[src/rtl/bcd_down_timer_pkg.sv]
// Shared definitions for the BCD countdown timer: FSM state encoding,
// the BCD digit width and the load-time digit clamp.
package bcd_down_timer_pkg;

    localparam int BCD_W = 4;

    typedef enum logic [1:0] {
        IDLE   = 2'd0,
        RUN    = 2'd1,
        PAUSED = 2'd2,
        DONE   = 2'd3
    } state_t;

    // Force a non-BCD nibble (A..F) to 9 so out always holds legal digits.
    function automatic logic [BCD_W-1:0] bcd_clamp(input logic [BCD_W-1:0] d);
        return (d > 4'd9) ? 4'd9 : d;
    endfunction

endpackage

[src/rtl/bcd_down_timer_digit_dec.sv]
// One BCD digit of the ripple decrementer. A borrow into a zero digit
// wraps it to 9 and passes the borrow on to the next digit.
module bcd_digit_dec
    import bcd_down_timer_pkg::*;
(
    input  logic [BCD_W-1:0] digit,
    input  logic             borrow_in,
    output logic [BCD_W-1:0] digit_next,
    output logic             borrow_out
);

    // Decrement the digit only when a borrow arrives from below.
    always_comb begin
        digit_next = digit;
        borrow_out = 1'b0;
        if (borrow_in) begin
            if (digit == '0) begin
                digit_next = 4'd9;
                borrow_out = 1'b1;
            end else begin
                digit_next = digit - 4'd1;
            end
        end
    end

endmodule

[src/rtl/bcd_down_timer.sv]
// Loadable NDIG-digit BCD countdown timer. A free-running prescaler in
// RUN produces one tick every PRESCALE cycles; each tick decrements the
// packed BCD value, and reaching zero stops the count with a done pulse.
module bcd_down_timer
    import bcd_down_timer_pkg::*;
#(
    parameter int PRESCALE = 1000,
    parameter int NDIG     = 2
) (
    input  logic                  clk,
    input  logic                  rst,
    input  logic                  load,
    input  logic [4*NDIG-1:0]     load_val,
    input  logic                  start,
    input  logic                  pause,
    output logic [4*NDIG-1:0]     out,
    output logic                  busy,
    output logic                  done
);

    localparam logic [10:0] PS_LAST = 11'(PRESCALE - 1);

    state_t              state;
    logic [10:0]         presc;
    logic                tick;
    logic                last_step;
    logic [4*NDIG-1:0]   dec_val;
    logic [4*NDIG-1:0]   clamp_val;
    logic [NDIG:0]       borrow;

    assign tick      = (presc == PS_LAST);
    assign borrow[0] = 1'b1;

    // Decrement chain across all digits plus per-digit load clamp.
    for (genvar g = 0; g < NDIG; g++) begin : g_dig
        bcd_digit_dec u_dig (
            .digit      (out[g*BCD_W +: BCD_W]),
            .borrow_in  (borrow[g]),
            .digit_next (dec_val[g*BCD_W +: BCD_W]),
            .borrow_out (borrow[g+1])
        );
        assign clamp_val[g*BCD_W +: BCD_W] = bcd_clamp(load_val[g*BCD_W +: BCD_W]);
    end

    // A borrow out of the top digit would mean underflow; treat it like
    // reaching zero so the value can never wrap to all nines.
    assign last_step = (dec_val == '0) || borrow[NDIG];

    // Control FSM, prescaler and value register; load overrides everything.
    always_ff @(posedge clk or negedge rst) begin
        if (!rst) begin
            state <= IDLE;
            presc <= '0;
            out   <= '0;
            busy  <= 1'b0;
            done  <= 1'b0;
        end else begin
            done <= 1'b0;
            if (load) begin
                out   <= clamp_val;
                presc <= '0;
                state <= IDLE;
                busy  <= 1'b0;
            end else begin
                case (state)
                    IDLE: begin
                        if (start) begin
                            presc <= '0;
                            if (out != '0) begin
                                state <= RUN;
                                busy  <= 1'b1;
                            end else begin
                                state <= DONE;
                                done  <= 1'b1;
                            end
                        end
                    end
                    RUN: begin
                        if (pause && !start) begin
                            state <= PAUSED;
                        end else if (tick) begin
                            presc <= '0;
                            if (last_step) begin
                                out   <= '0;
                                state <= DONE;
                                busy  <= 1'b0;
                                done  <= 1'b1;
                            end else begin
                                out <= dec_val;
                            end
                        end else begin
                            presc <= presc + 11'd1;
                        end
                    end
                    PAUSED: begin
                        if (start) begin
                            state <= RUN;
                        end
                    end
                    DONE: begin
                        out <= '0;
                    end
                    default: begin
                        state <= IDLE;
                        busy  <= 1'b0;
                    end
                endcase
            end
        end
    end

endmodule

[config.mk]
export PLATFORM = sky130hd
export DESIGN_NAME = bcd_down_timer
export DESIGN_NICKNAME = d
export VERILOG_FILES = /design/src/rtl/bcd_down_timer_pkg.sv /design/src/rtl/bcd_down_timer_digit_dec.sv /design/src/rtl/bcd_down_timer.sv
export SDC_FILE = /design/constraint.sdc
export NUM_CORES = 1
export LEC_CHECK = 0
export CORE_ASPECT_RATIO = 1.4
export CORE_MARGIN = 5
export CORE_UTILIZATION = 50
export CTS_BUF_LIST = sky130_fd_sc_hd__clkbuf_4
export CTS_CLUSTER_DIAMETER = 100
export DETAILED_ROUTE_END_ITERATION = 10
export HOLD_SLACK_MARGIN = 0.03
export PLACE_DENSITY_LB_ADDON = 0.05
export SLEW_MARGIN = 20
export SYNTH_ARGS = -nofsm -noshare
export SYNTH_HDL_FRONTEND = slang
export SYNTH_SLANG_ARGS = --single-unit
[constraint.sdc]
create_clock -name clk -period 5 [get_ports clk]
set_input_delay 1.5 -clock clk [delete_from_list [all_inputs] [get_ports clk]]
set_output_delay 1.5 -clock clk [all_outputs]
set_load 0.03 [all_outputs]
==> results of run 1 <==
-- layout make-up --
class	instances	area [sq um]
Multi-Input combinational cell	134	907
Fill cell	299	1250
Sequential cell	23	576
Timing Repair Buffer	22	215
Inverter	9	33.8
Tap cell	39	48.8
Clock buffer	4	30.0
-- Yosys cell counts (5+ instances only) --
master | count | area share [%]
a211oi_1 | 5 | 2.4
a21oi_1 | 9 | 2.9
a22oi_1 | 5 | 2.4
clkbuf_1 | 5 | 1.2
dfrtp_1 | 23 | 37
ha_1 | 5 | 4.0
inv_1 | 9 | 2.2
nand2_1 | 9 | 2.2
nand2b_1 | 5 | 2.0
nand3_1 | 7 | 2.3
nor2_1 | 10 | 2.4
nor3_1 | 6 | 1.9
o211ai_1 | 12 | 5.8
o21ai_0 | 8 | 2.6
or3_1 | 5 | 2.0
-- power by group --
group          internal (uW)  leakage (uW)  switching (uW)
registers                228      0.000304            73.6
clock network           36.5     0.0000184            54.9
logic                    185      0.000394             276
total                    449      0.000716             405
-- metal layers --
layer | GRT usage, % | part of all wire [%] | vias to the layer above
li1 | - | - | 705
met1 | 20.8 | 39 | 684
met2 | 35.8 | 56 | 32
met3 | 2.71 | 2.7 | 8
met4 | 9.54 | 2.1 | 0
met5 | 0 | 0 | -
-- kinds of logic after synthesis --
group	count (synthesis)	share of synthesized area, %
flops	23	37.2
mux	4	2.83
buf+inv	16	4.05
compound gates	61	28.3
simple gates	62	22.3
xor+xnor	2	1.13
fa+ha+maj	5	4.05
-- worst max-delay path: stages --
cell             delay [ps]
clkdlybuf4s50_1         780
o31ai_1                1020
o21ai_0                 230
a21oi_1                 170
-- stage by stage --
step / hold WS, ps / instance area (sq um)
after floorplan: 468 / 1550
after CTS: 534 / 1820
after global routing: 580 / 1810
after detailed placement: 504 / 1790
after global placement: 493 / 1790
final: 525 / 1810
-- registers in the layout (all words and copies together), names as in the netlist --
| name | count |
|---|---|
| busy | 1 |
| done | 1 |
| out | 8 |
| presc | 11 |
| state | 2 |
-- worst paths after layout --
path | endpoint | depth (start not counted) | start | slack [ps]
min reg2reg | busy$_DFFE_PN0P_ | 1 | busy$_DFFE_PN0P_ | 530
max | presc[10]$_DFFE_PN0P_ | 4 | load | 1530
max in group asynchronous | out[7]$_DFFE_PN0P_ | 1 | rst | 3500
min in group asynchronous | presc[9]$_DFFE_PN0P_ | 1 | rst | 1140
min | busy$_DFFE_PN0P_ | 1 | busy$_DFFE_PN0P_ | 530
max reg2reg | presc[10]$_DFFE_PN0P_ | 6 | state[1]$_DFFE_PN0P_ | 2560
-- layout by cell type, fill, tap and decap left out, drive strengths merged, types with 4 or more instances in the layout --
cell	netlist	routed
or4	4	4
nand2b	5	5
nand3	7	7
nand2	9	9
nor2	10	10
or3	5	5
a211oi	6	6
clkdlybuf4s50	0	21
nor3	6	6
o211ai	12	12
dfrtp	23	23
ha	5	5
a22oi	5	5
inv	9	9
clkbuf	5	4
o21ai	8	8
o31ai	4	4
a21oi	9	9
==> impl_metrics.csv, run 1 <==
group,metric,value,unit
outcome,status,"finished, final reports clean",
final_layout,antenna_cells,0,
synthesis,yosysWarnings,0,
grt,grt_usage,19.0,%
synthesis,synth.cell_area,1550,sq um
final_layout,final_core_util,59.1,%
route,ant_nets,0,
clocking,cts_tree,"built",
setup_path,arrival,3700,ps
synthesis,synth_seq_area_share,37.2,%
timing,period_share,69.4,%
timing,fmax,0.288,GHz
route,drt-vias-per-instance,6.19,
route,drc,0,
timing,setup_violations,0,
die,die_w,57.0,microns
timing,worst_pin_slew,1030,ps
grt,grt_pass1_vias,1459,
route,drtIter0Drc,63,
power,power.density,471,nW/um^2
timing,setup_ws,1530,ps
grt,antenna_found_initial,0,
clocking,worstSkewPairLatency,310,ps
setup_path,required,5230,ps
placement,place_congestion,0.839,
timing,timing.setup.tns,0,ps
route,firstDrtPassIters,6,
timing,rsz0062_at_grt,"no",
placement,post-place-cells,227,
synthesis,ys_seq_elements,23,
timing,fin_crit,3470,ps
route,wl_per_cell,16.3,microns
die,num_rows,24,
final_layout,finalNetCount,211,
final_layout,area_growth,17.2,%
setup_path,critPathMaxFanout,22,
grt,grt_max_degree,24,
synthesis,synthFlopType,"dfrtp_1",
placement,dp_slack,1240,ps
final_layout,stdcell_count,231,
synthesis,synthDistinctLibCells,43,
route,vias,1429,
timing,max_slew_margin,30.7,%
grt,grt_overflow_total,0,
die,die_h,75.8,microns
clocking,post_cts.repair.setup_buffers,0,
setup_path,start_kind,"input pin",
power,total_power,854,uW
placement,numPortBuffers,22,
synthesis,synth_nets,191,
route,finalWirelength,3770,microns
die,start_util,50.4,%
timing,final-hold-violation-count,0,
worst_hold_path,hold_path_class,"register to register",
final_layout,layout-drive-gt1-share,6.25,%
setup_path,critPathCaptureType,"register",
clocking,cts_root_buffer,"clkbuf_4",
timing,fin_skew,10.5,ps
power,total_leakage_power,0.000716,uW
synthesis,syn_avg_cell_area,8.93,sq um
die,die_area,4320,sq um
setup_path,crit_type,"input pin to register",
synthesis,netlist_instances,173,
die,design.core.area,3060,sq um
timing,drv_slew,0,
clocking,clkTransAtPathRegs,130,ps
clocking,cts.sinks,23,
synthesis,synth_edf_count,0,
clocking,ctsResizeCount,0,
clocking,hold_buffers,0,
placement,hpwl,2830,microns
power,ir_drop,320,uV
die,io_pins,23,
clocking,numCtsBuffers,3,
synthesis,async_flop_share,100,%
grt,grt_pass1_wl,6470,microns
clocking,clk_path_buf_depth,2,
job,maxCapViolations,0,
clocking,cts.htree.levels,1,
Power figures use the tool's default switching activity.
==> inputs of run 2 (changes only) <==
==> constraint.sdc (replaced) <==
create_clock -name clk -period 3.15 [get_ports clk]
set_input_delay 0.945 -clock clk [delete_from_list [all_inputs] [get_ports clk]]
set_output_delay 0.945 -clock clk [all_outputs]
set_load 0.03 [all_outputs]
==> run 2 against run 1 <==
  * Total power grew 60%
  * Global-route usage shrank 0.31 points
  * Sequential share of layout area shrank 0.69 points
  * Count of clock-buffer cells in the layout is the same
  * Sequential cell count unchanged
  * Via count up 5.9%
==> impl_metrics.csv, run 2 (synthesis gave the netlist of run 1 again) <==
group,metric,value,unit
route,finalWirelength,3820,microns
timing,final-hold-violation-count,0,
grt,grt_overflow_total,0,
placement,numPortBuffers,22,
power,power.density,739,nW/um^2
final_layout,largest_register_ffs,11,
die,num_rows,24,
clocking,cts_tree,"built",
placement,place_congestion,0.837,
final_layout,final_common_cell,"dfrtp_1",
setup_path,start_kind,"input pin",
power,pwr-share-comb,54.1,%
setup_path,required,3410,ps
setup_path,critPathMaxFanout,10,
die,die_h,75.8,microns
die,die_area,4320,sq um
worst_hold_path,hold_path_class,"register to register",
final_layout,area_growth,19.8,%
final_layout,regMostFlops,"presc",
final_layout,layout_common_cells,"23 x dfrtp_1, 22 x clkdlybuf4s50_1, 12 x o211ai_1",
grt,grt_pass1_wl,6510,microns
clocking,numCtsBuffers,3,
grt,grt_usage,18.7,%
power,seqPwrFrac,35.2,%
power,p_int,721,uW
die,design.core.area,3060,sq um
power,swShare,47.3,%
final_layout,layout-drive-gt1-share,8.16,%
placement,dp_slack,163,ps
clocking,worstSkewPairLatency,310,ps
clocking,clkTransAtPathRegs,120,ps
die,io_pins,23,
final_layout,reg.largest.list,"presc: 11 flops, out: 8 flops, state: 2 flops",
clocking,cts.htree.levels,1,
die,die_w,57.0,microns
clocking,ctsResizeCount,0,
route,drt-vias-per-instance,6.44,
timing,setup_ws,528,ps
power,total_leakage_power,0.000733,uW
timing,rsz0062_at_grt,"no",
final_layout,final_core_util,60.4,%
job,maxCapViolations,0,
route,vias,1514,
grt,grt_pass1_vias,1487,
setup_path,critPathCaptureType,"register",
placement,placed_cell_area,1820,sq um
die,start_util,50.4,%
timing,fmax,0.381,GHz
outcome,status,"finished, final reports clean",
clocking,hold_buffers,0,
grt,grt_max_degree,24,
route,drtIter0Drc,59,
power,power_frac_clock,10.7,%
clocking,clk_path_buf_depth,2,
timing,fin_skew,1.82,ps
final_layout,antenna_cells,0,
route,wl_per_cell,16.3,microns
placement,hpwl,2870,microns
timing,setup_violations,0,
timing,period_share,83.2,%
timing,drv_slew,0,
route,drc,0,
final_layout,design_area,1850,sq um
clocking,cts.sinks,23,
power,switchingPower,647,uW
route,firstDrtPassIters,5,
grt,antenna_found_initial,0,
timing,hold_ws,523,ps
clocking,cts_root_buffer,"clkbuf_4",
timing,worst_pin_slew,820,ps
setup_path,crit_type,"input pin to register",
timing,timing.setup.tns,0,ps
route,ant_nets,0,
final_layout,finalNetCount,215,
power,ir_drop,531,uV
timing,max_slew_margin,44.9,%
clocking,post_cts.repair.setup_buffers,0,
timing,fin_crit,2620,ps
setup_path,arrival,2880,ps
[run 2: cell count changes in the layout (fill, tap and decap cells not counted)]
cell	delta
o31ai_1	-1
o31ai_2	+1
clkdlybuf4s50_1	+1
buf_4	+4
buf_2	-1
[run 2: per-layer routing]
metal  track usage, %  vias to the layer above  part of all wire [%]
li1                 -                      716                     -
met1             20.5                      733                    40
met2             36.3                       55                    53
met3             2.71                       10                   3.9
met4             6.96                        0                   2.7
met5                0                        -                     0
[run 2: critical path: stages]
cell             delay [ps]
clkdlybuf4s50_1         590
or4b_2                  690
or4_1                   410
nand3_1                  90
mux2_2                  150
[run 2: power groups by stage]
stage / Combinational [uW] / Sequential, uW / Clock, uW
after global routing: 811 / 497 / 158
after floorplan: 423 / 545 / 0
after detailed placement: 731 / 483 / 0
after CTS: 738 / 479 / 149
final: 740 / 482 / 146
after global placement: 718 / 481 / 0
[run 2: area by class of cell]
type / count / area [sq um]
fillers: 291 / 1210
multi-input cells: 134 / 912
flip-flops and latches: 23 / 576
repair buffers: 26 / 250
well taps: 39 / 48.8
inverters: 9 / 33.8
clock buffers: 4 / 30.0
[run 2: through the flow]
stage | total power [uW] | instances
after global routing | 1470 | 235
after detailed placement | 1210 | 231
final | 1370 | 235
after global placement | 1200 | 231
after CTS | 1370 | 235
after floorplan | 967 | 173
[run 2: final timing paths]
path | from | to | slack [ps] | depth (start not counted)
worst min register to register | busy$_DFFE_PN0P_ | busy$_DFFE_PN0P_ | 520 | 1
min in group asynchronous | rst | presc[1]$_DFFE_PN0P_ | 970 | 2
max in group asynchronous | rst | out[7]$_DFFE_PN0P_ | 1940 | 2
worst min-delay path | busy$_DFFE_PN0P_ | busy$_DFFE_PN0P_ | 520 | 1
worst max register to register | state[1]$_DFFE_PN0P_ | presc[10]$_DFFE_PN0P_ | 770 | 6
worst max-delay path | load | out[6]$_DFFE_PN0P_ | 530 | 5
